`src/rtl/vocab_writer.sv`:
```
// -----------------------------------------------------------------------------
// vocab_writer
//
// Packs a stream of character beats into a write-only SRAM port as a list of
// null-terminated words, followed by one extra 0x00 that marks the end of the
// vocabulary. Layout (from address 0):  w0 c.. 00  w1 c.. 00 ... 00
//
// Capacity handling: character beats are only accepted while at least two
// slots remain above the write pointer, so there is always room for the word
// terminator and, at the very top address, for the end-of-vocabulary null.
// A word that runs into that limit is truncated with a forced terminator.
//
// Ports
//   clk, rst_n            clock (posedge) and asynchronous active-low reset
//   in_valid/in_ready     character beat handshake
//   in_data, in_last      character code, last character of a word
//   seal                  request the end-of-vocabulary null
//   mem_cs, mem_we        registered SRAM write strobes (one-cycle pulse)
//   mem_addr, mem_din     registered SRAM write address / data
//   full                  no room for further characters
//   sealed                vocabulary closed; no further writes until reset
//   err                   sticky: zero character seen or word truncated
//   word_count            (only with VOCAB_WRITER_WORD_COUNT_EN) number of
//                         terminators written, forced ones included
//
// Configuration macro: VOCAB_WRITER_WORD_COUNT_EN adds the word_count port.
// -----------------------------------------------------------------------------
module vocab_writer #(
    parameter int ADDR_WIDTH = 4,
    parameter int DATA_WIDTH = 8
) (
    input  logic                  clk,
    input  logic                  rst_n,
    input  logic                  in_valid,
    output logic                  in_ready,
    input  logic [DATA_WIDTH-1:0] in_data,
    input  logic                  in_last,
    input  logic                  seal,
    output logic                  mem_cs,
    output logic                  mem_we,
    output logic [ADDR_WIDTH-1:0] mem_addr,
    output logic [DATA_WIDTH-1:0] mem_din,
    output logic                  full,
    output logic                  sealed,
    output logic                  err
`ifdef VOCAB_WRITER_WORD_COUNT_EN
    ,
    output logic [ADDR_WIDTH-1:0] word_count
`endif
);

    typedef enum logic [1:0] {
        ACCEPT = 2'd0,
        TERM   = 2'd1,
        SEAL   = 2'd2,
        DONE   = 2'd3
    } state_t;

    // Highest address a character may be written to: leaves one slot for the
    // terminator and the top address for the end-of-vocabulary null.
    localparam logic [ADDR_WIDTH-1:0] LAST_CHAR = {ADDR_WIDTH{1'b1}} - ADDR_WIDTH'(2);
    localparam logic [ADDR_WIDTH-1:0] PTR_ONE   = ADDR_WIDTH'(1);
    localparam logic [DATA_WIDTH-1:0] NUL       = {DATA_WIDTH{1'b0}};

    state_t                  state_r;
    logic [ADDR_WIDTH-1:0]   wr_ptr_r;
    logic                    seal_pend_r;
    logic                    partial_r;     // characters written since last terminator
    logic                    mem_wr_r;
    logic [ADDR_WIDTH-1:0]   mem_addr_r;
    logic [DATA_WIDTH-1:0]   mem_din_r;
    logic                    err_r;
`ifdef VOCAB_WRITER_WORD_COUNT_EN
    logic [ADDR_WIDTH-1:0]   word_count_r;
`endif

    logic                    in_ready_s;
    logic                    full_s;
    logic                    accept_s;

    // Handshake and status decode; depends on registered state only.
    always_comb begin
        in_ready_s = (state_r == ACCEPT) && (wr_ptr_r <= LAST_CHAR);
        full_s     = (state_r == ACCEPT) && (wr_ptr_r >  LAST_CHAR);
        accept_s   = in_valid && in_ready_s;
    end

    // Main FSM: state, write pointer, seal request and registered SRAM port.
    always_ff @(posedge clk or negedge rst_n) begin
        if (!rst_n) begin
            state_r      <= ACCEPT;
            wr_ptr_r     <= {ADDR_WIDTH{1'b0}};
            seal_pend_r  <= 1'b0;
            partial_r    <= 1'b0;
            mem_wr_r     <= 1'b0;
            mem_addr_r   <= {ADDR_WIDTH{1'b0}};
            mem_din_r    <= {DATA_WIDTH{1'b0}};
            err_r        <= 1'b0;
`ifdef VOCAB_WRITER_WORD_COUNT_EN
            word_count_r <= {ADDR_WIDTH{1'b0}};
`endif
        end else begin
            // Strobe is a single-cycle pulse unless a state below issues a write.
            mem_wr_r <= 1'b0;
            if (seal && (state_r != DONE)) begin
                seal_pend_r <= 1'b1;
            end

            case (state_r)
                ACCEPT: begin
                    if (accept_s) begin
                        // An accepted beat wins over any seal request this cycle.
                        if (in_data == NUL) begin
                            // Zero is the terminator code; drop it and flag it.
                            err_r <= 1'b1;
                        end else begin
                            mem_wr_r   <= 1'b1;
                            mem_addr_r <= wr_ptr_r;
                            mem_din_r  <= in_data;
                            wr_ptr_r   <= wr_ptr_r + PTR_ONE;
                            partial_r  <= 1'b1;
                            if (in_last) begin
                                state_r <= TERM;
                            end else if (wr_ptr_r == LAST_CHAR) begin
                                // Out of room mid-word: truncate it.
                                state_r <= TERM;
                                err_r   <= 1'b1;
                            end else begin
                                state_r <= ACCEPT;
                            end
                        end
                    end else if (seal_pend_r) begin
                        // A partial word needs its terminator before the final null.
                        state_r <= partial_r ? TERM : SEAL;
                    end else begin
                        state_r <= ACCEPT;
                    end
                end

                TERM: begin
                    mem_wr_r   <= 1'b1;
                    mem_addr_r <= wr_ptr_r;
                    mem_din_r  <= NUL;
                    wr_ptr_r   <= wr_ptr_r + PTR_ONE;
                    partial_r  <= 1'b0;
`ifdef VOCAB_WRITER_WORD_COUNT_EN
                    word_count_r <= word_count_r + PTR_ONE;
`endif
                    // Go straight to SEAL so the final null follows back-to-back.
                    if (seal_pend_r || seal) begin
                        state_r <= SEAL;
                    end else begin
                        state_r <= ACCEPT;
                    end
                end

                SEAL: begin
                    // Pointer is not advanced: this may be the top address.
                    mem_wr_r    <= 1'b1;
                    mem_addr_r  <= wr_ptr_r;
                    mem_din_r   <= NUL;
                    seal_pend_r <= 1'b0;
                    state_r     <= DONE;
                end

                DONE: begin
                    state_r <= DONE;
                end

                default: begin
                    state_r <= ACCEPT;
                end
            endcase
        end
    end

    assign in_ready = in_ready_s;
    assign full     = full_s;
    assign sealed   = (state_r == DONE);
    assign err      = err_r;
    assign mem_cs   = mem_wr_r;
    assign mem_we   = mem_wr_r;
    assign mem_addr = mem_addr_r;
    assign mem_din  = mem_din_r;
`ifdef VOCAB_WRITER_WORD_COUNT_EN
    assign word_count = word_count_r;
`endif

endmodule

```
`config.mk`:
```
export PLATFORM = sky130hd
export DESIGN_NAME = vocab_writer
export DESIGN_NICKNAME = d
export VERILOG_FILES = /design/src/rtl/vocab_writer.sv
export SDC_FILE = /design/constraint.sdc
export NUM_CORES = 1
export LEC_CHECK = 0
export BUFFER_PORTS_ARGS = -buffer_cell sky130_fd_sc_hd__buf_4
export CAP_MARGIN = 20
export CORE_MARGIN = 2
export CORE_UTILIZATION = 36
export DETAILED_ROUTE_END_ITERATION = 10
export GPL_TIMING_DRIVEN = 0
export PLACE_DENSITY = 0.67
export SYNTH_ARGS = -nofsm -noshare
export SYNTH_HDL_FRONTEND = slang
export SYNTH_SLANG_ARGS = --single-unit
```
`constraint.sdc`:
```
create_clock -name clk -period 1.95 [get_ports clk]
set_input_delay 0.585 -clock clk [delete_from_list [all_inputs] [get_ports clk]]
set_output_delay 0.585 -clock clk [all_outputs]
set_load 0.01 [all_outputs]
```
# Word-level counts from Yosys, hierarchy flattened
# Index checks and enable logic that the tools add are counted.
[word_totals] input_bits=13 word_cells=64 register_bits=22
[op_classes] reduce_logical=16 add_sub_neg=1 n_mux=28 eq_ne=9 n_lt_le_gt_ge=2
[op_table] op="2-to-1 mux 4 bit" count=4
[op_table] op="2-to-1 mux 8 bit" count=2
[op_table] op="case mux 4 bit (2 select lines)" count=2
[op_table] op="case mux 8 bit (2 select lines)" count=1
[op_table] op="2-to-1 mux 1 bit" count=11
[op_table] op="2-to-1 mux 2 bit" count=5
[op_table] op="zero test 8 bit" count=1
[op_table] op="nonzero test 2 bit" count=4
[op_table] op="!= test 2 bit, second input constant" count=3
[op_table] op="case mux 2 bit (3 select lines)" count=1
[op_table] op="AND reduction 3 bit" count=2
[op_table] op="adder 4 x 1 -> 4 bit, second input constant" count=1
[op_table] op="== test 2 bit, second input constant" count=2
[op_table] op="== test 4 bit, second input constant" count=1
[op_table] op="greater-than comparator 4 bit, second input constant" count=1
[op_table] op="<= comparator 4 bit, second input constant" count=1
[op_table] op="logical AND 1 bit" count=4
[op_table] op="case mux 1 bit (2 select lines)" count=2
[op_table] op="AND reduction 4 bit" count=1
[op_table] op="OR reduction 2 bit" count=2
[op_table] op="!= test 3 bit, second input constant" count=1
[op_table] op="== test 2 x 1 -> 1 bit, second input constant" count=1
[op_table] op="zero test 2 bit" count=1
[op_table] op="!= test 2 x 1 -> 1 bit, second input constant" count=1
[op_table] op="logical OR 1 bit" count=1

# Logic depth before layout (Yosys ltp)
# Gate-level depths: netlist of the first run.
[logic_depth] ltp_word=6 mapped_depth=7

# Worst setup path before layout of the first run
# No wires, ideal clock.
[synth_timing] path_kind="input-to-reg" start="input in_data[5]" end="register mem_addr_r[1] (netlist: mem_addr[1])" path_stages=5 n_path_buf=1 setup_slack_ps=-186 arrival_time_ps=2011 t_required_ps=1825 path_cell_list="or4_4 -> or2_4 -> a22oi_4 -> buf_6 -> mux2_4"
[synth_between] elab_chain_len=3
[synth_lines] element="start: declaration" line_no="36" source="input logic [DATA_WIDTH-1:0] in_data,"
[synth_lines] element="zero test 8 bit" line_no="113" source="if (in_data == NUL) begin"
[synth_lines] element="!= test 2 bit (no line)"
[synth_lines] element="AND reduction 3 bit (no line)"
[synth_lines] element="end signal: assignment" line_no="118" source="mem_addr_r <= wr_ptr_r;"
[synth_lines] element="end signal: assignment" line_no="142" source="mem_addr_r <= wr_ptr_r;"
[synth_lines] element="end signal: assignment" line_no="160" source="mem_addr_r <= wr_ptr_r;"
[synth_lines] element="end: declaration" line_no="70" source="logic [ADDR_WIDTH-1:0] mem_addr_r;"
# No other way between the ends.
# A chain may end at the register's enable or synchronous reset.

# Worst setup path after layout of the first run
[layout_timing] start="register wr_ptr_r[0]" end="output full"
[layout_between] elab_chain_len=2
[layout_lines] element="start: declaration" line_no="66" source="logic [ADDR_WIDTH-1:0] wr_ptr_r;"
[layout_lines] element="start signal: assignment" line_no="92" source="wr_ptr_r <= {ADDR_WIDTH{1'b0}};"
[layout_lines] element="start signal: assignment" line_no="120" source="wr_ptr_r <= wr_ptr_r + PTR_ONE;"
[layout_lines] element="start signal: assignment" line_no="144" source="wr_ptr_r <= wr_ptr_r + PTR_ONE;"
[layout_lines] element="greater-than comparator 4 bit" line_no="84" source="full_s = (state_r == ACCEPT) && (wr_ptr_r > LAST_CHAR);"
[layout_lines] element="logical AND 1 bit" line_no="84"
[layout_lines] element="end: declaration" line_no="43" source="output logic full,"
# No other way between the ends.

==> impl_metrics.json, run 1 <==
{
  "outcome": "finished, violations left",
  "violations": "setup timing",
  "cellLeakagePower_nw": 0.767,
  "finalHoldViolCount": 0,
  "fin_crit_sh_pct": 109,
  "vdd_ir_drop_max_uv": 272,
  "layout.nets": 172,
  "yosysSeqAreaShare_pct": 45.3,
  "nFillCells": 331,
  "yosys.area.top_type": "dfrtp_1",
  "cap_violations": 0,
  "met2_usage_pct": 25.3,
  "max_clock_freq_mhz": 469,
  "worst_slew_pin_slew_ns": 0.577,
  "die_area_um2": 3860,
  "path_class": "reg2out",
  "design_area_um2": 1620,
  "grt_pass1_wl_um": 4860,
  "worst_slack_ns": -0.182,
  "dpl-instance-area_um2": 1500,
  "synth_cell_types": 37,
  "slew_headroom_pct": 61.2,
  "grt_pass1_vias": 1037,
  "ant_nets": 0,
  "synth_top_area_share_pct": 45.3,
  "antenna_found_initial": 0,
  "multi_input_area_um2": 642,
  "hold_class": "in2async",
  "fp.coreArea_um2": 3280,
  "rsz0062_at_grt": "true",
  "clkLatencyLatePin_ns": 0.31,
  "port_buffers": 30,
  "route.vias.total": 998,
  "syn_avg_cell_area_um2": 10.9,
  "crit_arrival_ns": 1.55,
  "cts_buffer_depth": 2,
  "overflow": 0,
  "io_pins": 31,
  "p_per_area_nw_per_um2": 518,
  "routedWlPerCell_um": 13.7,
  "worstPathMaxFanout": 5,
  "cp_top_family": "simple AND/OR/NAND/NOR gates",
  "rows": 21,
  "cts_buffers": 3,
  "post-place-ws_ns": -0.382,
  "die_w_um": 62.1,
  "cp_cell_sequence": "ha_2, and4bb_2, and2_4, buf_6",
  "fin_worst_skew_ns": 0.00885,
  "track_usage_pct": 15.6,
  "synth_seq_cells": 22,
  "end_kind": "output port",
  "syn_area_um2": 1220,
  "slowest_stage": "dfrtp_2",
  "place_hpwl_um": 1980,
  "cts-root-buf": "clkbuf_4",
  "routed_wirelength_um": 2700,
  "first_pass_iters": 4,
  "area_growth_pct": 33.5,
  "cts_max_level": 1,
  "synth_fp_nets": 132,
  "viasPerCell": 5.07,
  "die_h_um": 62.1,
  "busiest_layer": "met2",
  "num_antenna_cells": 0,
  "clk_pin_slew_ns": 0.13,
  "drc": 0,
  "yosysWarnings": 0,
  "drtIter0Drc": 45,
  "fin_crit_ns": 2.13,
  "synthCells": 112,
  "hold_buffers": 0,
  "start_util_pct": 37.0,
  "cpPeakStageDelay_ns": 0.45,
  "grt_max_degree": 23,
  "cts_sinks": 22,
  "worst_setup_path_start_kind": "flip-flop",
  "slew_viol_final": 0,
  "critical_path_buf_inv_count": 1,
  "place.gp.congestion": 0.838,
  "met3_usage_pct": 3.44,
  "drive_gt1_share_pct": 47.0,
  "setup_violations": 4,
  "cp_data_required_time_ns": 1.36,
  "cts_tree": "yes",
  "regArea_um2": 553,
  "use_met1_pct": 20.3,
  "yosys-top-cells-area": "dfrtp_1, ha_1, a21bo_2"
}
## per-stage QoR
| step | TNS, ns | utilization [%] | hold WS (ns) | std cells | power (mW) |
|---|---|---|---|---|---|
| finish | -0.370 | 49.4 | 0.134 | 197 | 0.842 |
| global route | -1.14 | 49.4 | 0.123 | 197 | 0.884 |
| CTS | -1.79 | 48.9 | 0.133 | 196 | 0.857 |
| detailed placement | -4.22 | 45.6 | 0.472 | 188 | 0.499 |
| global placement | -3.99 | 45.6 | 0.466 | 188 | 0.498 |
| floorplan | -0.668 | - | 0.289 | 112 | 0.468 |
## path summary, 6_finish.rpt
kind,endpoint,start,slack (ns),cells past startpoint
setup / recovery,full,wr_ptr_r[0],-0.18,4
hold / removal,seal_pend_r,rst_n,0.13,1
setup reg to reg,mem_din[3],wr_ptr_r[1],0.07,7
hold reg to reg,err,err,0.50,1
max in group asynchronous,wr_ptr_r[0],rst_n,1.57,1
min in group clk,err,err,0.50,1
## layer usage
metal	vias up	part of all wire (%)
li1	487	-
met1	486	45
met5	-	0
met3	4	3.3
met4	0	1.3
met2	21	51
## state kept, by name, summed over array words and instances, names as in the netlist
signal	flops
seal_pend_r	1
mem_addr	4
wr_ptr_r	4
mem_din	8
state_r	2
err	1
mem_cs	1
partial_r	1
## layout by cell type (no fill, tap or decap), types with 2 or more instances in the layout
cell type,instances
a21bo_2,8
nand4_1,9
inv_1,5
nor2_1,3
or4_4,2
mux2_4,2
clkbuf_4,3
nor3_1,3
buf_2,2
a21oi_1,2
dfrtp_2,2
buf_4,34
nand3_1,5
nand2_1,7
buf_6,2
nor2b_1,5
dfrtp_1,20
o21ai_0,4
mux2_2,3
ha_1,5
## Yosys cell counts (all sizes together)
library cell	instances
a21bo	8
or4	2
xnor2	1
o211ai	1
o31ai	1
nor2	4
nand3	5
nor3	3
o41ai	1
nand2	7
and4bb	1
or3	1
ha	7
mux2	5
mux2i	1
nor4	1
a22oi	1
and2	1
a32oi	1
buf	3
nor4b	1
a22o	1
clkinv	1
a21oi	3
dfrtp	22
a311o	1
o21ai	4
clkbuf	1
a211oi	1
inv	6
nor2b	5
or2	2
nand4	9
## final cells by class
| cell class | count | area share [%] |
|---|---|---|
| clock inverter | 1 | 1.85 |
| timing repair buffer | 35 | 16.3 |
| tap | 46 | 3.54 |
| buffer | 4 | 1.77 |
| multi-input combinational | 79 | 39.5 |
| inverter | 7 | 1.62 |
| clock buffer | 3 | 1.39 |
| sequential | 22 | 34.1 |
## cell families after synthesis
| kind of cell | synth area share, % |
|---|---|
| simple gates | 20.3 |
| compound gates | 16.1 |
| flops | 45.3 |
| buf+inv | 4.42 |
| fa+ha+maj | 7.20 |
| mux | 6.07 |
| xor+xnor | 0.720 |
## where the power goes
| part | switching, mW | total [mW] | internal [mW] |
|---|---|---|---|
| registers | 0 | 0.456 | 0.456 |
| logic | 0.0165 | 0.0343 | 0.0178 |
| clock network | 0.144 | 0.352 | 0.208 |
## timing repair
action	CTS	global route
resized for setup	9	4
gates cloned	1	0
buffers inserted	3	1
endpoints found under the setup margin	17	19
pin swaps	2	1
Note: power is estimated with default switching activity, not from simulation.
==> run 2: changes to the inputs <==
- PLACE_DENSITY: 0.67 -> 0.65
- REMOVE_ABC_BUFFERS: not set -> 1
- clock period: 1.95 -> 2 ns (I/O delays scaled with it)
==> run 2 against run 1 <==
Effect of this change: the run still ends with setup timing left; highest routed layer unchanged; clock power decreased by 27%; utilization grew 0.38 points; combinational power fell by 5%; final area grew 0.77%; cell count rose by 1.5%; via count increased by 5.3%; register-to-register slack worse by 0.06 ns; die area did not move.
==> impl_metrics.json, run 2 (synthesis gave the netlist of run 1 again) <==
{
  "cts-root-buf": "clkbuf_4",
  "rsz0062_at_grt": "true",
  "end_kind": "output port",
  "largest_register_ffs": 8,
  "ant_nets": 0,
  "rr_worst_depth": 7,
  "die_area_um2": 3860,
  "overflow": 0,
  "drive_gt1_share_pct": 46.8,
  "num_antenna_cells": 0,
  "die_h_um": 62.1,
  "io_pins": 31,
  "instances_no_fill": 200,
  "grt_pass1_wl_um": 4720,
  "route.vias.total": 1051,
  "finalPower_mw": 0.733,
  "fin_crit_sh_pct": 105,
  "worst_setup_path_start_kind": "flip-flop",
  "use_met1_pct": 18.6,
  "worstReg2RegStart": "wr_ptr_r[0]",
  "place_hpwl_um": 1820,
  "layout.nets": 175,
  "slew_viol_final": 0,
  "clk_pin_slew_ns": 0.13,
  "grt_max_degree": 23,
  "fp.coreArea_um2": 3280,
  "worst_slack_ns": -0.101,
  "vdd_ir_drop_max_uv": 186,
  "met3_usage_pct": 2.72,
  "grt_pass1_vias": 1087,
  "port_buffers": 30,
  "setup_violations": 2,
  "p_per_area_nw_per_um2": 448,
  "place_inst": 184,
  "fin_crit_ns": 2.10,
  "routedWlPerCell_um": 13.5,
  "outcome": "finished, violations left",
  "crit_arrival_ns": 1.50,
  "finalHoldViolCount": 0,
  "cts_max_level": 1,
  "reg2reg_slack_ns": 0.01,
  "first_pass_iters": 4,
  "track_usage_pct": 15.1,
  "cts_sinks": 22,
  "layout_common_cells": "buf_4, dfrtp_1, nand4_1, a21bo_2, nand2_1",
  "cellLeakagePower_nw": 0.773,
  "antenna_found_initial": 0,
  "fin_worst_skew_ns": 0.00772,
  "clkLatencyLatePin_ns": 0.31,
  "cts_tree": "yes",
  "violations": "setup timing",
  "tns_ns": -0.160,
  "cts_buffers": 3,
  "die_w_um": 62.1,
  "start_util_pct": 37.0,
  "busiest_layer": "met2",
  "cap_violations": 0,
  "cp_data_required_time_ns": 1.40,
  "viasPerCell": 5.26,
  "max_clock_freq_mhz": 476,
  "worstReg2RegEnd": "state_r[0]",
  "worst_slew_pin_slew_ns": 0.392,
  "worstPathMaxFanout": 4,
  "path_class": "reg2out",
  "routed_wirelength_um": 2700,
  "drtIter0Drc": 22,
  "cts_buffer_depth": 2,
  "slew_headroom_pct": 73.6,
  "hold_class": "in2async",
  "final_common_cell": "buf_4",
  "drc": 0,
  "rows": 21,
  "place.gp.congestion": 0.768,
  "area_growth_pct": 34.6,
  "met2_usage_pct": 25.3
}
==> run 2: cell count changes in the layout (fill, tap and decap cells not counted), sizes merged <==
cell,previous run,this run
buf,38,42
bufinv,1,0
==> run 2: cell type report <==
class | count | area [µm²]
flip-flops and latches | 22 | 552
inverters | 7 | 26.3
multi-input cells | 79 | 646
fillers | 296 | 1650
well taps | 46 | 57.6
repair buffers | 42 | 319
clock buffers | 4 | 36.3
==> run 2: worst max path at each step <==
stage,start,endpoint
global placement,state_r[0],mem_addr[2]
detailed placement,state_r[0],mem_addr[1]
global route,wr_ptr_r[0],in_ready
CTS,wr_ptr_r[0],full
floorplan,in_data[5],mem_addr[0]
finish,wr_ptr_r[0],full
==> run 2: where the power goes <==
group	switching, mW	internal (mW)	total (mW)
Clock	0.145	0.111	0.256
Combinational	0.0156	0.0168	0.0325
Sequential	0	0.445	0.445
==> run 2: worst max-delay path: stages, from the launching register on <==
cell and delay (ns):
dfrtp_2 0.45, ha_2 0.19, and4bb_2 0.31, and2_4 0.14
buf_6 0.09
==> run 2: metrics by stage <==
step                worst slack (ns)  cell area (µm²)  hold slack (ns)  util, %
finish                        -0.101             1640            0.139     49.8
global route                  -0.159             1640            0.165     49.8
CTS                           -0.101             1630            0.161     49.6
detailed placement            -0.559             1470            0.470     44.8
global placement              -0.517             1470            0.459     44.8
floorplan                     -0.235             1190            0.304        -
==> run 2: metal layers <==
metal  up-vias  part of all wire (%)  routed length, µm
met3         6                   4.9                133
met4         0                   2.2                 59
met5         -                     0                  0
met1       512                    44               1200
li1        498                     -                  -
met2        35                    48               1310
==> run 2: repair_timing <==
item,4_1_cts,5_1_grt
hold buffers,0,0
setup buffers,12,0
endpoints found under the setup margin,22,5
pin swaps,5,1
resized for setup,9,1
==> run 3: changes to the inputs <==
- PLACE_DENSITY: 0.65 -> not set
==> run 3 against run 2 <==
Effect of this change: the flow still finishes with violations (setup timing); wire length is 2.7% higher; clock skew up 0.012 ns; utilization grew 0.61 points; fmax grew 0.82%; final area rose by 1.2%; combinational power increased by 3%; critical endpoint unchanged; highest routed layer unchanged.
==> impl_metrics.json, run 3 (synthesis gave the netlist of run 1 again) <==
{
  "route.vias.total": 1026,
  "cts_buffers": 3,
  "area_growth_pct": 36.2,
  "layout_common_cells": "buf_4, dfrtp_1, nand4_1, a21bo_2, nand2_1",
  "cts_tree": "yes",
  "outcome": "finished, violations left",
  "cellLeakagePower_nw": 0.781,
  "viasPerCell": 5.13,
  "cts_max_level": 1,
  "cts-root-buf": "clkbuf_4",
  "end_kind": "output port",
  "worstPathMaxFanout": 4,
  "grt_pass1_vias": 1024,
  "largest_register_ffs": 8,
  "finalHoldViolCount": 0,
  "slowest_stage": "dfrtp_2",
  "routed_wirelength_um": 2780,
  "worst_setup_path_start_kind": "flip-flop",
  "drtIter0Drc": 15,
  "fp.coreArea_um2": 3280,
  "slew_viol_final": 0,
  "final_common_cell": "buf_4",
  "die_area_um2": 3860,
  "cts_buffer_depth": 2,
  "crit_arrival_ns": 1.48,
  "cpPeakStageDelay_ns": 0.46,
  "critical_path_buf_inv_count": 1,
  "cp_top_family": "flip-flops",
  "fin_worst_skew_ns": 0.0197,
  "fin_crit_sh_pct": 104,
  "grt_pass1_wl_um": 4820,
  "clkLatencyLatePin_ns": 0.33,
  "clk_pin_slew_ns": 0.14,
  "worst_slew_pin_slew_ns": 0.390,
  "port_buffers": 30,
  "rows": 21,
  "cts_sinks": 22,
  "slew_headroom_pct": 73.8,
  "hold_class": "in2async",
  "fin_crit_ns": 2.08,
  "place_hpwl_um": 1890,
  "layout.nets": 175,
  "cp_data_required_time_ns": 1.40,
  "die_w_um": 62.1,
  "vdd_ir_drop_max_uv": 244,
  "overflow": 0,
  "die_h_um": 62.1,
  "place.gp.congestion": 0.750,
  "cp_cell_sequence": "ha_4, and4bb_2, and2_4, buf_6",
  "setup_violations": 2,
  "start_util_pct": 37.0,
  "violations": "setup timing",
  "routedWlPerCell_um": 13.9,
  "io_pins": 31,
  "p_per_area_nw_per_um2": 443,
  "ant_nets": 0,
  "hold_buffers": 0,
  "drive_gt1_share_pct": 48.7,
  "fin_util_pct": 50.4,
  "worstReg2RegStart": "wr_ptr_r[1]",
  "reg2reg_slack_ns": 0.13,
  "path_class": "reg2out",
  "worstReg2RegEnd": "mem_din[4]",
  "rsz0062_at_grt": "true",
  "rr_worst_depth": 8,
  "tns_ns": -0.131,
  "track_usage_pct": 15.7,
  "first_pass_iters": 4,
  "antenna_found_initial": 0,
  "worst_slack_ns": -0.0837,
  "num_antenna_cells": 0,
  "drc": 0,
  "max_clock_freq_mhz": 480,
  "cap_violations": 0,
  "grt_max_degree": 23
}
==> run 3: where the power goes <==
| group | internal, mW | switching, mW | leakage [nW] | total [mW] |
|---|---|---|---|---|
| Combinational | 0.0169 | 0.0166 | 0.486 | 0.0335 |
| Sequential | 0.445 | 0 | 0.274 | 0.445 |
| Clock | 0.112 | 0.144 | 0.0210 | 0.256 |
==> run 3: layer usage <==
| metal | GRT usage (%) | up-vias | wire length [µm] |
|---|---|---|---|
| met4 | 8.33 | 0 | 67 |
| met2 | 25.0 | 27 | 1320 |
| met3 | 2.17 | 5 | 124 |
| met5 | 0 | - | 0 |
| li1 | - | 493 | - |
| met1 | 20.9 | 501 | 1270 |
==> run 3: layout make-up <==
cell class                      count  area, µm²
Clock buffer                        4       36.3
Fill cell                         302       1630
Inverter                            7       26.3
Multi-Input combinational cell     79        666
Sequential cell                    22        552
Tap cell                           46       57.6
Timing Repair Buffer               42        319
==> run 3: worst max path at each step <==
stage,slack (ns),depth (start not counted),to,start
finish,-0.08,4,full,wr_ptr_r[0]
global route,-0.16,5,full,wr_ptr_r[0]
CTS,-0.09,5,full,wr_ptr_r[0]
floorplan,-0.24,4,mem_addr[0],in_data[5]
detailed placement,-0.57,5,mem_addr[1],wr_ptr_r[0]
global placement,-0.53,6,mem_addr[2],state_r[1]
==> run 3: what timing repair did <==
action                     4_1_cts  5_1_grt
pin swaps                        7        3
gates cloned                     0        0
setup endpoints to repair       22        5
resized for setup               12        3
buffers inserted                11        1
==> run 3: per-stage QoR <==
stage                     power, mW  setup slack (ns)  area, µm²  std cells  hold WS, ns
after detailed placement      0.487            -0.573       1470        184        0.462
after global placement        0.486            -0.532       1470        184        0.455
after global routing          0.770            -0.156       1660        200        0.138
after CTS                     0.738           -0.0942       1640        199        0.143
after floorplan               0.456            -0.235       1190        108        0.304
final                         0.734           -0.0837       1660        200        0.136
